### src/rtl/systolic_result_drain_if.sv
// Valid/ready element stream from the result drain to its consumer,
// carrying each element with its row/column tags and an end-of-frame flag.
interface systolic_result_drain_if #(
    parameter int W  = 4,
    parameter int IW = 2
);
    logic          m_valid;
    logic          m_ready;
    logic [W-1:0]  m_data;
    logic [IW-1:0] m_row;
    logic [IW-1:0] m_col;
    logic          m_last;

    modport master (
        output m_valid, m_data, m_row, m_col, m_last,
        input  m_ready
    );

    modport slave (
        input  m_valid, m_data, m_row, m_col, m_last,
        output m_ready
    );
endinterface

### src/rtl/systolic_result_drain.sv
// Snapshots the systolic array's N x N result on its done pulse and streams it
// out row-major, one element per handshake, freeing the array immediately.
module systolic_result_drain #(
    parameter int N  = 4,
    parameter int W  = 4,
    parameter int IW = $clog2(N)
) (
    input  logic                  clk_i,
    input  logic                  rst_ni,
    input  logic [W-1:0]          res_i [N][N],
    input  logic                  done_i,
    systolic_result_drain_if.master m_if,
    output logic                  busy_o,
    output logic                  overrun_o,
    input  logic                  ovr_clr_i,
    output logic [7:0]            frame_cnt_o
);

    typedef enum logic {IDLE, DRAIN} state_e;

    localparam logic [IW-1:0] LAST_IDX = IW'(N - 1);

    state_e        state_q, state_d;
    logic [IW-1:0] row_q, row_d, col_q, col_d;
    logic          overrun_q, overrun_d;
    logic [7:0]    frame_cnt_q, frame_cnt_d;
    logic [W-1:0]  snap_q [N][N];
    logic [W-1:0]  snap_d [N][N];
    logic          capture, overrun_set, xfer, at_last;

    always_comb begin
        state_d     = state_q;
        row_d       = row_q;
        col_d       = col_q;
        frame_cnt_d = frame_cnt_q;
        capture     = 1'b0;
        overrun_set = 1'b0;
        at_last     = (row_q == LAST_IDX) && (col_q == LAST_IDX);
        xfer        = (state_q == DRAIN) && m_if.m_ready;

        case (state_q)
            IDLE: begin
                if (done_i) begin
                    capture = 1'b1;
                    row_d   = '0;
                    col_d   = '0;
                    state_d = DRAIN;
                end
            end
            DRAIN: begin
                if (xfer) begin
                    if (at_last) begin
                        frame_cnt_d = frame_cnt_q + 8'd1;
                        row_d       = '0;
                        col_d       = '0;
                        // A done on the final handshake chains the next frame with no bubble.
                        if (done_i) capture = 1'b1;
                        else        state_d = IDLE;
                    end else if (col_q == LAST_IDX) begin
                        col_d = '0;
                        row_d = row_q + 1'b1;
                    end else begin
                        col_d = col_q + 1'b1;
                    end
                end
                if (done_i && !(xfer && at_last)) overrun_set = 1'b1;
            end
            default: state_d = IDLE;
        endcase

        overrun_d = overrun_set | (overrun_q & ~ovr_clr_i);

        snap_d = snap_q;
        if (capture) snap_d = res_i;
    end

    // NOTE: sequential state uses non-blocking assignments so every flop samples
    // pre-edge values regardless of statement order.
    always_ff @(posedge clk_i) begin
        if (!rst_ni) begin
            state_q     <= IDLE;
            row_q       <= '0;
            col_q       <= '0;
            overrun_q   <= 1'b0;
            frame_cnt_q <= '0;
        end else begin
            state_q     <= state_d;
            row_q       <= row_d;
            col_q       <= col_d;
            overrun_q   <= overrun_d;
            frame_cnt_q <= frame_cnt_d;
        end
    end

    // NOTE: the snapshot buffer has no reset; it is always written before being read,
    // and leaving it out of reset keeps it plain storage.
    always_ff @(posedge clk_i) begin
        snap_q <= snap_d;
    end

    always_comb begin
        m_if.m_valid = (state_q == DRAIN);
        m_if.m_data  = '0;
        m_if.m_row   = '0;
        m_if.m_col   = '0;
        m_if.m_last  = 1'b0;
        if (state_q == DRAIN) begin
            m_if.m_data = snap_q[row_q][col_q];
            m_if.m_row  = row_q;
            m_if.m_col  = col_q;
            m_if.m_last = at_last;
        end
    end

    assign busy_o      = (state_q == DRAIN);
    assign overrun_o   = overrun_q;
    assign frame_cnt_o = frame_cnt_q;

endmodule

### src/flat_wrapper.sv
// flat-port wrapper written by rule: the top's interface ports become plain ports
module systolic_result_drain_flat 
#(
    parameter int N  = 4,
    parameter int W  = 4,
    parameter int IW = $clog2(N)
)
  (clk_i, rst_ni, res_i, done_i, busy_o, overrun_o, ovr_clr_i, frame_cnt_o, m_if_m_valid, m_if_m_data, m_if_m_row, m_if_m_col, m_if_m_last, m_if_m_ready);
  systolic_result_drain_if #(.W(W), .IW(IW)) m_if_i ();
  input  logic clk_i;
  input  logic rst_ni;
  input  logic [W-1:0] res_i[N][N];
  input  logic done_i;
  output logic busy_o;
  output logic overrun_o;
  input  logic ovr_clr_i;
  output logic [7:0] frame_cnt_o;
  output wire logic [$bits(m_if_i.m_valid)-1:0] m_if_m_valid;
  output wire logic [$bits(m_if_i.m_data)-1:0] m_if_m_data;
  output wire logic [$bits(m_if_i.m_row)-1:0] m_if_m_row;
  output wire logic [$bits(m_if_i.m_col)-1:0] m_if_m_col;
  output wire logic [$bits(m_if_i.m_last)-1:0] m_if_m_last;
  input wire logic [$bits(m_if_i.m_ready)-1:0] m_if_m_ready;
  assign m_if_m_valid = m_if_i.m_valid;
  assign m_if_m_data = m_if_i.m_data;
  assign m_if_m_row = m_if_i.m_row;
  assign m_if_m_col = m_if_i.m_col;
  assign m_if_m_last = m_if_i.m_last;
  assign m_if_i.m_ready = m_if_m_ready;
  systolic_result_drain #(.N(N), .W(W), .IW(IW)) u_core (.clk_i(clk_i), .rst_ni(rst_ni), .res_i(res_i), .done_i(done_i), .m_if(m_if_i), .busy_o(busy_o), .overrun_o(overrun_o), .ovr_clr_i(ovr_clr_i), .frame_cnt_o(frame_cnt_o));
endmodule
### config.mk
export PLATFORM = sky130hd
export DESIGN_NAME = systolic_result_drain_flat
export DESIGN_NICKNAME = d
export VERILOG_FILES = /design/src/rtl/systolic_result_drain_if.sv /design/src/rtl/systolic_result_drain.sv /design/src/flat_wrapper.sv
export SDC_FILE = /design/constraint.sdc
export NUM_CORES = 1
export LEC_CHECK = 0
export BUFFER_PORTS_ARGS = -buffer_cell sky130_fd_sc_hd__buf_4
export CORE_UTILIZATION = 58
export CTS_BUF_LIST = sky130_fd_sc_hd__clkbuf_4 sky130_fd_sc_hd__clkbuf_8
export DETAILED_ROUTE_END_ITERATION = 6
export HOLD_SLACK_MARGIN = 0.02
export PLACE_DENSITY = 0.95
export SLEW_MARGIN = 20
export SYNTH_ARGS = -nofsm -noshare
export SYNTH_HDL_FRONTEND = slang
export SYNTH_SLANG_ARGS = --single-unit
### constraint.sdc
create_clock -name clk_i -period 11.9 [get_ports clk_i]
set_clock_uncertainty 0.2 [all_clocks]
set_input_delay 1.19 -clock clk_i [delete_from_list [all_inputs] [get_ports clk_i]]
set_output_delay 1.19 -clock clk_i [all_outputs]
set_load 0.1 [all_outputs]
# After elaboration in Yosys (flattened, before gate mapping)
# Cells that the tools add are included.
# Widths: inputs -> output; s select.
word_totals:
  regBits: 78
  input_bits: 69
  out_inout_bits: 20
  wordCells: 73
op_classes:
  addsub: 3
  order_cmp: 2
  eq_ne: 5
  n_mux: 28
  bitwise_logic: 6
  reduce_logical: 8
ops:
  columns: ["operator", "count"]
  rows:
  - ["$bmux 16 s2", 1]
  - ["$mux 16", 2]
  - ["$mux 2", 9]
  - ["$mux 4", 3]
  - ["$add 8x1->8 const B", 1]
  - ["$bmux 4 s2", 1]
  - ["$mux 1", 8]
  - ["$pmux 2 s2", 2]
  - ["$ge 3x3->1 const B", 2]
  - ["$not 2->3", 2]
  - ["$reduce_and 3->1", 2]
  - ["$add 2x1->2 const B", 2]
  - ["$eq 2x2->1 const B", 2]
  - ["$logic_and 1x1->1", 4]
  - ["$ne 2x2->1 const B", 2]
  - ["$pmux 1 s2", 2]
  - ["$ne 3x3->1 const B", 1]
  - ["$not 1->1", 2]
  - ["$reduce_and 2->1", 1]
  - ["$and 1x1->1", 1]
  - ["$logic_not 1->1", 1]
  - ["$or 1x1->1", 1]

# Longest topological paths before layout
logic_depth:
  ltp_word: 8
  ltp_mapped: 6

# Least setup slack after synthesis
# Ideal clock, no wire load.
synth_timing:
  path_type: "register -> register"
  startpoint: "reg u_core.state_q (netlist: u_core.busy_o)"
  endpoint: "reg u_core.snap_q[0] (netlist name) (enable)"
  setup_time_ns: 0.585
  arrival_time_ns: 6.289
  setup_slack_ns: 4.826
  path_stages_with_launch: 4
  path_cell_list: "dfxtp_1 buf_2 nand4_1 a21boi_0"
synth_via:
  elab_chain_cells: 3
  word_cells_on_any_way: 4
  cone_classes: "mux: 2; bitwise: 1; reduce/logical: 1"
synth_lines:
  columns: ["item", "line", "rtl"]
  rows:
  - ["start: declaration", "systolic_result_drain.sv:23", "state_e state_q, state_d;"]
  - ["start signal: assignment", "systolic_result_drain.sv:87", "state_q <= state_d;"]
  - ["$logic_and 1x1->1", "systolic_result_drain.sv:39", "xfer = (state_q == DRAIN) && m_if.m_ready;"]
  - ["$mux 1", "systolic_result_drain.sv:51", "if (xfer) begin"]
  - ["$pmux 1 s2 *", "systolic_result_drain.sv:41", "case (state_q)"]
  - ["net u_core.capture", "systolic_result_drain.sv:29", "logic capture, overrun_set, xfer, at_last;"]
  - ["end signal: assignment", "systolic_result_drain.sv:98", "snap_q <= snap_d;"]
  - ["end: declaration", "systolic_result_drain.sv:27", "logic [W-1:0] snap_q [N][N];"]
# Mark *: on every way through the listed nets, which the timed path passes. The rest lies on a longest branch.
# A chain may end at the register's enable or synchronous reset.

# Worst setup path after layout
layout_timing:
  startpoint: "reg u_core.col_q[0]"
  endpoint: "out m_if_m_data[0]"
layout_via:
  elab_chain_cells: 5
layout_lines:
  columns: ["item", "line", "rtl"]
  rows:
  - ["start: declaration", "systolic_result_drain.sv:24", "logic [IW-1:0] row_q, row_d, col_q, col_d;"]
  - ["start signal: assignment", "systolic_result_drain.sv:89", "col_q <= col_d;"]
  - ["$not 2->3 (implied by the code)", "systolic_result_drain.sv:108", "m_if.m_data = snap_q[row_q][col_q];"]
  - ["$bmux 4 s2", "systolic_result_drain.sv:108", null]
  - ["$mux 4 (implied by the code) (2 in a row)", "systolic_result_drain.sv:108", null]
  - ["$mux 4", "systolic_result_drain.sv:107", "if (state_q == DRAIN) begin"]
  - ["end: declaration", "flat_wrapper.sv:19", "output wire logic [$bits(m_if_i.m_data)-1:0] m_if_m_data;"]
# Every way passes these cells. The select of a mux whose other input is x is not followed.

==> results_dict.tcl <==
set metrics [dict create \
    drtIter0Drc 144 \
    relSlewSlack_pct 44.69 \
    critPathSlowestCell "dfxtp_1" \
    synth_ff_type "edfxtp_1" \
    clk_pin_slew_worst_paths_ps 70 \
    synthMuxAreaShare_pct 13.83 \
    die_area_sq_um 5757 \
    fin_setup_tns_ps 0 \
    p_switching_mw 0.1247 \
    setup_violations 0 \
    ant_nets 0 \
    fp.dieH_um 75.88 \
    ys_seq_area_share_pct 69.57 \
    clock_latency_ps 330 \
    seqPwrFrac_pct 59.5 \
    clkPwrFrac_pct 31.2 \
    status "finished, final reports clean" \
    firstDrtPassIters 4 \
    final_cell_mix "buf_4, edfxtp_1, dfxtp_1, and2_1" \
    worstPathArrival_ps 2480 \
    p_per_area_nw_per_um2 131.4 \
    drive_above_1_share_pct 40.50 \
    max_slew.worst_pin.slew_ps 828.5 \
    synth_top_family_by_area "multiplexers" \
    syn2layout_area_growth_pct 28.14 \
    grt_use_total_pct 23.36 \
    drt-total-wl_um 6104 \
    end_kind "output port" \
    synth_edf_count 64 \
    syn-mean-instance-area_sq_um 17.30 \
    async_reset_ff_share_pct 0 \
    period_needed_ps 3871 \
    synth_nets 255 \
    synth-warning-count 0 \
    cts_tree "built" \
    cpPeakStageDelay_ps 870 \
    cts_htree_levels 3 \
    p_int_mw 0.4083 \
    worstSetupPathType "flop to output port" \
    dr_total_vias 1930 \
    post_cts_resized 0 \
    cts_setup_buffers 0 \
    p_sw_share_pct 23.39 \
    vdd_drop_max_mv 0.1660 \
    grt_antenna_before_repair 0 \
    grt_pass1_vias 1888 \
    numCtsBuffers 9 \
    portBuffers 88 \
    p_leak_nw 1.561 \
    grt_pass1_wl_um 9066 \
    ctsHoldBuffers 0 \
    syn-instance-count 183 \
    pwr-share-comb_pct 9.4 \
    setup_ws_ps 8029 \
    grt_remaining_overflow 0 \
    crit_path_frequent_cell "mux4_2" \
    hold_viol 0 \
    io_pins 89 \
    synth_compound_area_share_pct 4.625 \
    timing.final.crit_share_pct 32.53 \
    ys_ff_latch 78 \
    final_common_cell "buf_4" \
    synth_simple_gate_area_share_pct 7.391 \
    crit_fanout 19 \
    die_x_um 75.88 \
    gp_congestion 0.7098 \
    synthAdderAreaFrac_pct 1.186 \
    slew_violations 0 \
    critPathRequiredTime_ps 10510 \
    power.total_mw 0.5330 \
    start_util_pct 61.20 \
    grt_max_degree 65 \
    clock_sinks 78 \
    num_rows 26 \
    drc 0 \
    root_buffer "clkbuf_8" \
    yosysUniqueCellTypes 36 \
    cp-start-kind "flop" \
    cap_violations 0 \
    dpl.hpwl_um 4190 \
    hp-class "flop to flop" \
    worstPathCellList "mux4_2 -> mux4_2 -> and2_1 -> buf_4" \
    diodes 0 \
    synth_xor_xnor_area_share_pct 1.660 \
    viasPerCell 5.530 \
    dp_slack_ps 8408 \
    core_sq_um 5172 \
    nets 347 \
    rsz0062_at_grt "false" \
    fmax_ghz 0.2584 \
    wl_per_cell_um 17.49 \
    clock_path_buffers 2 \
    synth_area_sq_um 3166 \
]
==> flip-flops by register name, summed over array words and instances (netlist names) <==
| signal | cells |
|---|---|
| u_core.row_q | 2 |
| u_core.snap_q | 64 |
| u_core.overrun_o | 1 |
| u_core.col_q | 2 |
| u_core.frame_cnt_o | 8 |
| u_core.busy_o | 1 |
==> stage by stage <==
| stage | util (%) | instances | hold slack (ps) | instance area [sq um] |
|---|---|---|---|---|
| after global placement | 75.25 | 334 | 292.1 | 3892 |
| after floorplan | - | 183 | 364.8 | 3166 |
| after global routing | 78.42 | 349 | 348.7 | 4056 |
| after detailed placement | 75.25 | 334 | 299.6 | 3892 |
| after CTS | 78.42 | 349 | 309.5 | 4056 |
| final | 78.42 | 349 | 307.4 | 4056 |
==> cells by family after synthesis <==
| logic type | count (synthesis) |
|---|---|
| compound gates | 21 |
| xor+xnor | 6 |
| fa+ha+maj | 3 |
| buf+inv | 11 |
| flops | 78 |
| mux | 22 |
| simple gates | 42 |
==> path summary, 6_finish.rpt <==
path                         start                     to  slack, ps  cells past startpoint
max reg2reg        u_core.col_q[0]      u_core.snap_q[40]       8710                      4
min reg2reg  u_core.frame_cnt_o[1]  u_core.frame_cnt_o[1]        310                      2
min          u_core.frame_cnt_o[1]  u_core.frame_cnt_o[1]        310                      2
max                u_core.col_q[0]         m_if_m_data[0]       8030                      4
==> cells in the mapped netlist, types with 2 or more instances <==
master	instances	area share, %
a21boi_0	4	0.95
a21oi_1	2	0.32
a31oi_1	2	0.40
a32oi_1	3	0.83
and2_1	10	2.0
and3_1	2	0.40
buf_2	2	0.32
clkbuf_1	4	0.47
dfxtp_1	14	8.9
edfxtp_1	64	61
ha_1	3	1.2
inv_1	2	0.24
mux2i_1	7	2.2
mux4_1	8	6.6
mux4_2	7	5.0
nand2_1	9	1.1
nand4_1	5	0.99
nor2_1	3	0.36
nor2b_1	6	1.2
nor3_1	2	0.32
o211ai_1	2	0.47
o21ai_0	4	0.63
xnor2_1	4	1.1
xor2_1	2	0.55
==> power groups by stage <==
stage	sequential (mW)	clock [mW]	combinational (mW)
global route	0.318	0.181	0.0527
CTS	0.317	0.168	0.0501
floorplan	0.324	0	0.0250
global placement	0.322	0	0.0483
detailed placement	0.323	0	0.0497
finish	0.317	0.166	0.0499
==> layout make-up <==
cell class / count / area, sq um
timing repair buffer: 90 / 675.6
clock inverter: 6 / 40.04
tap: 70 / 87.58
sequential: 78 / 2202
fill: 283 / 1116
clock buffer: 9 / 123.9
inverter: 2 / 7.507
multi-input combinational: 94 / 919.6
==> layer usage <==
layer	wire [um]	global-route usage, %	vias to the layer above
li1	-	-	908
met1	2434	26.82	926
met2	3203	41.40	85
met3	374	6.878	11
met4	91	8.848	0
met5	0	0	-
==> critical path, delay by kind of cell (launching register included) <==
| kind | cells | cell delay (ps) |
|---|---|---|
| buffers and inverters | 1 | 230 |
| muxes | 2 | 880 |
| and+or+nand+nor | 1 | 170 |
| DFF | 1 | 870 |
No activity file was read; power rests on OpenSTA's default activity.
